--- src/rtl/fpu_issue_seq.sv ---
// In-order issue/completion sequencer for the FPU: tracks up to DEPTH ops, captures fu_y when due, retires in order.
// Optional FPU_SEQ_PERF_EN adds saturating stall_cyc/busy_cyc performance counters.
module fpu_issue_seq #(
    parameter int DEPTH     = 4,
    parameter int TAG_W     = 5,
    parameter int DATA_W    = 32,
    parameter int CNT_W     = 4,
    parameter int LAT_FADD  = 4,
    parameter int LAT_FMUL  = 4,
    parameter int LAT_FDIV  = 6,
    parameter int LAT_FSQRT = 2,
    parameter int LAT_FCVT  = 1,
    parameter int LAT_MISC  = 0
) (
    input  logic              clk,
    input  logic              rstn,
    input  logic              in_valid,
    output logic              in_ready,
    input  logic [4:0]        in_op,
    input  logic [TAG_W-1:0]  in_tag,
    input  logic              flush,
    output logic [4:0]        fu_sel,
    input  logic [DATA_W-1:0] fu_y,
    output logic              res_valid,
    input  logic              res_ready,
    output logic [TAG_W-1:0]  res_tag,
    output logic [DATA_W-1:0] res_data,
    output logic [4:0]        res_op
`ifdef FPU_SEQ_PERF_EN
    ,
    output logic [31:0]       stall_cyc,
    output logic [31:0]       busy_cyc
`endif
);

    localparam int PTR_W   = (DEPTH > 1) ? $clog2(DEPTH) : 1;
    localparam int CNT_Q_W = $clog2(DEPTH + 1);

    function automatic logic [CNT_W-1:0] f_lat(input logic [4:0] op);
        case (op)
            5'b10000, 5'b10001: f_lat = CNT_W'(LAT_FADD);
            5'b10010:           f_lat = CNT_W'(LAT_FMUL);
            5'b10011:           f_lat = CNT_W'(LAT_FDIV);
            5'b10100:           f_lat = CNT_W'(LAT_FSQRT);
            5'b11100, 5'b11101: f_lat = CNT_W'(LAT_FCVT);
            default:            f_lat = CNT_W'(LAT_MISC);
        endcase
    endfunction

    function automatic logic [PTR_W-1:0] f_inc(input logic [PTR_W-1:0] p);
        f_inc = (p == PTR_W'(DEPTH - 1)) ? '0 : p + 1'b1;
    endfunction

    logic              r_valid [DEPTH];
    logic              r_done  [DEPTH];
    logic [4:0]        r_op    [DEPTH];
    logic [TAG_W-1:0]  r_tag   [DEPTH];
    logic [CNT_W-1:0]  r_cnt   [DEPTH];
    logic [DATA_W-1:0] r_data  [DEPTH];

    logic              w_valid_next [DEPTH];
    logic              w_done_next  [DEPTH];
    logic [4:0]        w_op_next    [DEPTH];
    logic [TAG_W-1:0]  w_tag_next   [DEPTH];
    logic [CNT_W-1:0]  w_cnt_next   [DEPTH];
    logic [DATA_W-1:0] w_data_next  [DEPTH];

    logic [PTR_W-1:0]   r_wr_ptr;
    logic [PTR_W-1:0]   r_rd_ptr;
    logic [CNT_Q_W-1:0] r_count;

    logic              r_res_valid;
    logic [TAG_W-1:0]  r_res_tag;
    logic [DATA_W-1:0] r_res_data;
    logic [4:0]        r_res_op;

    logic [DEPTH-1:0]  w_pend;
    logic [DEPTH-1:0]  w_hit0;
    logic [DEPTH-1:0]  w_coll;
    logic [CNT_W-1:0]  w_lat_new;
    logic [CNT_W-1:0]  w_cnt_init;
    logic              w_full;
    logic              w_issue;
    logic              w_pop;
    logic              w_cmp_hit;
    logic [PTR_W-1:0]  w_cmp_idx;
    logic [PTR_W-1:0]  w_next_rd;

    assign w_lat_new  = f_lat(in_op);
    assign w_cnt_init = (w_lat_new == '0) ? '0 : w_lat_new - 1'b1;

    // A pending entry with cnt==c completes c cycles from now; a new op completes L cycles from now.
    genvar gi;
    generate
        for (gi = 0; gi < DEPTH; gi++) begin : g_ent
            assign w_pend[gi] = r_valid[gi] && !r_done[gi];
            assign w_hit0[gi] = w_pend[gi] && (r_cnt[gi] == '0);
            assign w_coll[gi] = w_pend[gi] && (r_cnt[gi] == w_lat_new);
        end
    endgenerate

    always_comb begin
        w_cmp_hit = 1'b0;
        w_cmp_idx = '0;
        for (int i = 0; i < DEPTH; i++) begin
            if (w_hit0[i]) begin
                w_cmp_hit = 1'b1;
                w_cmp_idx = PTR_W'(i);
            end
        end
    end

    assign w_full    = (r_count == CNT_Q_W'(DEPTH));
    assign in_ready  = rstn && !flush && !w_full && !(|w_coll);
    assign w_issue   = in_valid && in_ready;
    assign w_pop     = r_res_valid && res_ready;
    assign w_next_rd = w_pop ? f_inc(r_rd_ptr) : r_rd_ptr;

    // A completion during a flush cycle is discarded, so the FPU mux is left idle.
    always_comb begin
        fu_sel = 5'b0;
        if (!flush) begin
            if (w_cmp_hit) begin
                fu_sel = r_op[w_cmp_idx];
            end else if (w_issue && (w_lat_new == '0)) begin
                fu_sel = in_op;
            end
        end
    end

    always_comb begin
        for (int i = 0; i < DEPTH; i++) begin
            w_valid_next[i] = r_valid[i];
            w_done_next[i]  = r_done[i];
            w_op_next[i]    = r_op[i];
            w_tag_next[i]   = r_tag[i];
            w_cnt_next[i]   = r_cnt[i];
            w_data_next[i]  = r_data[i];
            if (w_pend[i]) begin
                if (r_cnt[i] == '0) begin
                    w_done_next[i] = 1'b1;
                    w_data_next[i] = fu_y;
                end else begin
                    w_cnt_next[i] = r_cnt[i] - 1'b1;
                end
            end
            if (w_pop && (r_rd_ptr == PTR_W'(i))) begin
                w_valid_next[i] = 1'b0;
                w_done_next[i]  = 1'b0;
            end
            if (w_issue && (r_wr_ptr == PTR_W'(i))) begin
                w_valid_next[i] = 1'b1;
                w_op_next[i]    = in_op;
                w_tag_next[i]   = in_tag;
                w_cnt_next[i]   = w_cnt_init;
                w_done_next[i]  = (w_lat_new == '0);
                w_data_next[i]  = (w_lat_new == '0) ? fu_y : '0;
            end
            if (flush) begin
                w_valid_next[i] = 1'b0;
                w_done_next[i]  = 1'b0;
            end
        end
    end

    always_ff @(posedge clk or negedge rstn) begin
        if (!rstn) begin
            for (int i = 0; i < DEPTH; i++) begin
                r_valid[i] <= 1'b0;
                r_done[i]  <= 1'b0;
                r_op[i]    <= '0;
                r_tag[i]   <= '0;
                r_cnt[i]   <= '0;
                r_data[i]  <= '0;
            end
        end else begin
            for (int i = 0; i < DEPTH; i++) begin
                r_valid[i] <= w_valid_next[i];
                r_done[i]  <= w_done_next[i];
                r_op[i]    <= w_op_next[i];
                r_tag[i]   <= w_tag_next[i];
                r_cnt[i]   <= w_cnt_next[i];
                r_data[i]  <= w_data_next[i];
            end
        end
    end

    always_ff @(posedge clk or negedge rstn) begin
        if (!rstn) begin
            r_wr_ptr <= '0;
            r_rd_ptr <= '0;
            r_count  <= '0;
        end else if (flush) begin
            r_wr_ptr <= '0;
            r_rd_ptr <= '0;
            r_count  <= '0;
        end else begin
            if (w_issue) r_wr_ptr <= f_inc(r_wr_ptr);
            r_rd_ptr <= w_next_rd;
            case ({w_issue, w_pop})
                2'b10:   r_count <= r_count + 1'b1;
                2'b01:   r_count <= r_count - 1'b1;
                default: r_count <= r_count;
            endcase
        end
    end

    // Result registers look at the post-update head so back-to-back pops need no bubble.
    always_ff @(posedge clk or negedge rstn) begin
        if (!rstn) begin
            r_res_valid <= 1'b0;
            r_res_tag   <= '0;
            r_res_data  <= '0;
            r_res_op    <= '0;
        end else if (flush) begin
            r_res_valid <= 1'b0;
            r_res_tag   <= '0;
            r_res_data  <= '0;
            r_res_op    <= '0;
        end else begin
            r_res_valid <= w_valid_next[w_next_rd] && w_done_next[w_next_rd];
            if (w_valid_next[w_next_rd] && w_done_next[w_next_rd]) begin
                r_res_tag  <= w_tag_next[w_next_rd];
                r_res_data <= w_data_next[w_next_rd];
                r_res_op   <= w_op_next[w_next_rd];
            end
        end
    end

    assign res_valid = r_res_valid;
    assign res_tag   = r_res_tag;
    assign res_data  = r_res_data;
    assign res_op    = r_res_op;

`ifdef FPU_SEQ_PERF_EN
    logic [31:0] r_stall_cyc;
    logic [31:0] r_busy_cyc;

    always_ff @(posedge clk or negedge rstn) begin
        if (!rstn) begin
            r_stall_cyc <= '0;
            r_busy_cyc  <= '0;
        end else begin
            if (in_valid && !in_ready && (r_stall_cyc != '1)) r_stall_cyc <= r_stall_cyc + 1'b1;
            if ((r_count != '0) && (r_busy_cyc != '1))         r_busy_cyc  <= r_busy_cyc + 1'b1;
        end
    end

    assign stall_cyc = r_stall_cyc;
    assign busy_cyc  = r_busy_cyc;
`endif

endmodule

--- config.mk ---
export PLATFORM = sky130hd
export DESIGN_NAME = fpu_issue_seq
export DESIGN_NICKNAME = d
export VERILOG_FILES = /design/src/rtl/fpu_issue_seq.sv
export SDC_FILE = /design/constraint.sdc
export NUM_CORES = 1
export LEC_CHECK = 0
export ABC_CLOCK_PERIOD_IN_PS = 6900
export BUFFER_PORTS_ARGS = -buffer_cell sky130_fd_sc_hd__buf_2
export CAP_MARGIN = 10
export CORE_MARGIN = 1.5
export CORE_UTILIZATION = 36
export DETAILED_ROUTE_END_ITERATION = 10
export PLACE_DENSITY = 0.58
export SYNTH_ARGS = -nofsm -noshare
export SYNTH_HDL_FRONTEND = slang
export SYNTH_SLANG_ARGS = --single-unit
--- constraint.sdc ---
create_clock -name clk -period 6.9 [get_ports clk]
set_clock_uncertainty 0.2 [all_clocks]
set_input_delay 1.38 -clock clk [delete_from_list [all_inputs] [get_ports clk]]
set_output_delay 1.38 -clock clk [all_outputs]
set_load 0.02 [all_outputs]
### After elaboration in Yosys (flattened, before gate mapping)

Cells that the tools add are included.
Widths: inputs -> output; s select.

* bits in latches: 0
* bits of input ports: 47
* bits in writable memories: 0
* memories kept: 0
* ROM bits: 0
* flip-flop bits (word level): 242

* bitwise operators: 2
* add/sub/neg operators: 9
* shift-type cells: 0
* $mul: 0
* div/mod/pow operators: 0
* muxes and demuxes: 110
* reduce and logical (&&, ||, !) cells: 55
* order comparisons: 2
* equality and inequality tests: 24

Operators by type and width (number)
* $mux 32: 17
* $mux 5: 21
* $bmux 32 s2: 1
* $mux 4: 13
* $mux 1: 42
* $eq 5x5->1 const B: 7
* $bmux 5 s2: 3
* $logic_and 1x1->1: 27
* $logic_not 4->1: 5
* $sub 4x1->4 const B: 5
* $eq 4x4->1: 4
* $mux 2: 8
* $pmux 3 s4: 1
* $reduce_bool 2->1: 6
* $eq 2x2->1 const B: 5
* $ne 2x1->1 const B: 4
* $reduce_and 2->1: 4
* $logic_not 1->1: 7
* $eq 2x1->1 const B: 3
* $ge 3x3->1 const B: 2
* $not 2->3: 2
* $pmux 3 s2: 1
* $add 2x1->2 const B: 2
* $bmux 1 s2: 2
* other kinds (9): 10

### Longest topological paths before layout

* depth after elaboration: 18
* depth in mapped cells: 17

### Worst setup path before layout

No wires, ideal clock.

* kind: input to output
* start point: input in_op[2]
* end point: output fu_sel[4]
* stages: 10
* path slack: 1.792 ns
* arrival: 3.528 ns
* path through: buf_4 -> or3b_1 -> a211oi_1 -> a31oi_1 -> a31oi_2 -> nand4_4 -> nor2_2 -> and3_1 -> a21oi_1 -> nor2_1

* cells in the longest elaborated chain, start to end: 13
* elaborated cells between the ends (all ways): 27
* those cells by class: eq/ne: 11; mux: 4; reduce/logical: 12

RTL lines
* start, declared: RTL line 19 `input logic [4:0] in_op,`
* $eq 5x5->1: RTL line 40 `case (op)`
* $reduce_or 3->1 (no source line) / $reduce_or 2->1 (equally long branches)
* $pmux 3 s4 (*): RTL line 40
* $eq 4x4->1: RTL line 98 `assign w_coll[gi] = w_pend[gi] && (r_cnt[gi] == w_lat_new);`
* $logic_and 1x1->1: RTL line 98
* $reduce_or 4->1: RTL line 114 `assign in_ready = rstn && !flush && !w_full && !(|w_coll);`
* $logic_not 1->1: RTL line 114
* $logic_and 1x1->1: RTL line 114
* $logic_and 1x1->1: RTL line 115 `assign w_issue = in_valid && in_ready;`
* $logic_and 1x1->1 (*): RTL line 125 `end else if (w_issue && (w_lat_new == '0)) begin`
* $mux 5 (*): RTL line 125
* $mux 5 (*): RTL line 123 `if (w_cmp_hit) begin`
* $mux 5 (*): RTL line 122 `if (!flush) begin`
* end, declared: RTL line 22 `output logic [4:0] fu_sel,`

Mark *: on every way between the ends. The rest lies on a longest branch, timed or not.

### Final worst setup path

* start point: input in_op[4]
* end point: output fu_sel[1]

The elaborated chain is that of the path after synthesis.

==> impl_metrics.yaml <==
run_status:
  outcome: "finished clean"
finish:
  layout_commonest_cell: "nand2_1"
  final_area_sq_um: 16100
  finalCoreUtilization_pct: 41.5
  nets: 1603
  syn_to_final_growth_pct: 12.7
  mostFrequentLayoutCells: "nand2_1 (261), dfrtp_1 (242), buf_2 (94), o21ai_0 (81), a21oi_1 (79)"
  drive_above_1_share_pct: 18.6
clocking:
  cts_buffers: 28
  hold_buffers: 0
  cts_root_buffer: "clkbuf_16"
  cts_buffer_depth: 3
  clk_pin_slew_ns: 0.06
  clk_latency_ns: 0.57
  cts_setup_buffers: 0
  htreeDepth: 1
  cts_tree: "done"
  cts_resized: 0
  cts.sinks: 242
drt:
  wirelength_mm: 44.9
  drc: 0
  wire_per_inst_um: 21.5
  via_per_inst: 5.89
  vias: 12271
  antenna_left: 0
  drtIter0Drc: 901
  first_pass_iters: 5
worst_hold_path:
  hp-class: "register to register"
synthesis:
  synth-seq-area-share_pct: 42.3
  synth_edf_count: 0
  synth_cell_types: 65
  synthArstFlopShare_pct: 100
  syn_avg_cell_area_sq_um: 9.34
  synth_seq_cells: 242
  ys.flop_type: "dfrtp_1"
  synth_nets: 1593
  synth_cells: 1533
  netlist_area_sq_um: 14300
  ys_warn_count: 0
floorplanning:
  die_y_um: 202
  io_pins: 96
  die_w_um: 202
  rows: 72
  core_area_sq_um: 38900
  start_util_pct: 36.8
  die_area_sq_um: 41000
critical_path:
  start_kind: "input port"
  required_ns: 5.32
  endpoint_kind: "output pin"
  critPathKind: "input port to output pin"
  arrival_ns: 3.90
  critPathMaxFanout: 16
grt:
  grt_pass1_wl_mm: 71.1
  grt_overflow_total: 0
  antenna_found_initial: 2
  grt_usage_pct: 21.7
  grt_start_max_net_pins: 172
  grt_pass1_vias: 11919
flow_run:
  cap_viol_max_count: 0
placement:
  placed_area_sq_um: 15100
  dp.final_hpwl_mm: 26.3
  io_buffer_count: 95
  place_ws_ns: 1.42
  gp_congestion: 0.795
timing:
  relSlewSlack_pct: 19.0
  tightest_slew_ns: 1.21
  rsz0062_at_grt: "false"
  hold_viol: 0
  fin_tns_setup_ns: 0
  fin_crit_sh_pct: 79.5
  period_minus_slack_ns: 5.48
  drv_slew: 0
  timing.fmax_mhz: 182
  hold_slack_ns: 0.261
  finalSetupViolCount: 0
  layout_setup_ws_ns: 1.42
power_and_ir_drop:
  leakagePower_uw: 0.00754
  irDropWorstVdd_mv: 0.188
  powerDensity_nw_per_um2: 265
-- layout make-up --
type,count,area (sq um)
clock inverter,9,124
clock buffer,42,865
fill,3847,22800
timing repair buffer,125,736
tap,518,648
multi-input combinational,1125,7620
inverter,21,78.8
sequential,242,6060
antenna,2,5.00
-- report_power, final --
part | leakage (uW) | internal [uW] | switching, uW
sequential | 0.00314 | 1670 | 148
clock | 0.000493 | 972 | 620
combinational | 0.00390 | 383 | 474
-- registers in the layout (all words and copies together), names as in the netlist --
signal / flops
r_data: 128
res_data: 32
r_op: 20
r_tag: 20
r_cnt: 16
res_op: 5
res_tag: 5
r_done: 4
r_valid: 4
r_count: 3
r_rd_ptr: 2
r_wr_ptr: 2
res_valid: 1
-- cell usage after synthesis, drive strengths merged, types with 2 or more instances --
cell,count,area (sq um)
nor2b,48,300
o2bb2ai,32,280
dfrtp,242,6060
o311ai,2,17.5
nor2,72,273
a31o,33,289
mux2i,11,110
a32oi,32,280
a22o,32,280
a21oi,81,409
o2111ai,42,368
xnor2,11,96.3
o31ai,43,562
clkbuf,103,389
o32a,20,200
nor3b,39,298
mux2,27,304
nand2,262,983
nand4b,2,17.5
nor3,6,30.0
and2,35,219
nand4,4,40.0
nand2b,7,43.8
o21bai,19,143
a31oi,9,105
o21ai,83,415
a21o,66,495
buf,42,253
nor4,5,43.8
nand3,11,55.1
o211ai,11,82.6
nand3b,2,15.0
o211a,2,20.0
inv,21,78.8
and3,3,18.8
ha,12,150
a41o,33,330
and4,6,52.6
xor2,5,43.8
a211oi,8,60.1
-- critical path, cell delays in order --
cell       delay [ns]
buf_2            0.27
nor3b_2          0.37
xor2_1           0.21
a2111oi_2        0.08
a31oi_2          0.24
nand4_4          0.23
nor2_2           0.41
and3_1           0.35
a21oi_1          0.10
nor2_1           0.09
buf_2            0.18
-- worst paths after layout --
path	start	end	slack, ns	depth (start not counted)
setup / recovery	in_op[4]	fu_sel[1]	1.42	11
max in group asynchronous	rstn	r_data[4]	4.68	2
min in group asynchronous	rstn	res_tag[0]	0.49	1
hold / removal	r_data[76]	r_data[76]	0.26	2
hold reg to reg	r_data[76]	r_data[76]	0.26	2
setup reg to reg	r_done[0]	res_data[0]	3.10	12
-- per-stage QoR --
stage                     total power [uW]  instances
after floorplan                       2450       1533
after global placement                2670       2031
after detailed placement              2700       2031
after CTS                             4300       2082
after global routing                  4490       2084
final                                 4270       2084
-- cells by family (layout without fill, tap and decap cells) --
logic type,Yosys count,in the layout,synth area share (%)
flip-flops,242,242,42.3
multiplexers,38,38,2.89
adder cells (fa/ha/maj),13,13,1.19
buffers and inverters,166,197,5.03
XOR/XNOR,16,16,0.979
AND/OR/NAND/NOR,504,504,16.8
other,0,2,0
AO/OA/AOI/OAI,554,554,30.8
-- routing by layer --
metal / track usage (%) / vias up / wire, um
met3: 2.79 / 65 / 2200
met5: 0 / - / 0
met2: 35.3 / 332 / 20800
met1: 30.5 / 6191 / 20900
li1: - / 5683 / -
met4: 5.77 / 0 / 907
Note: power is estimated with default switching activity, not from simulation.
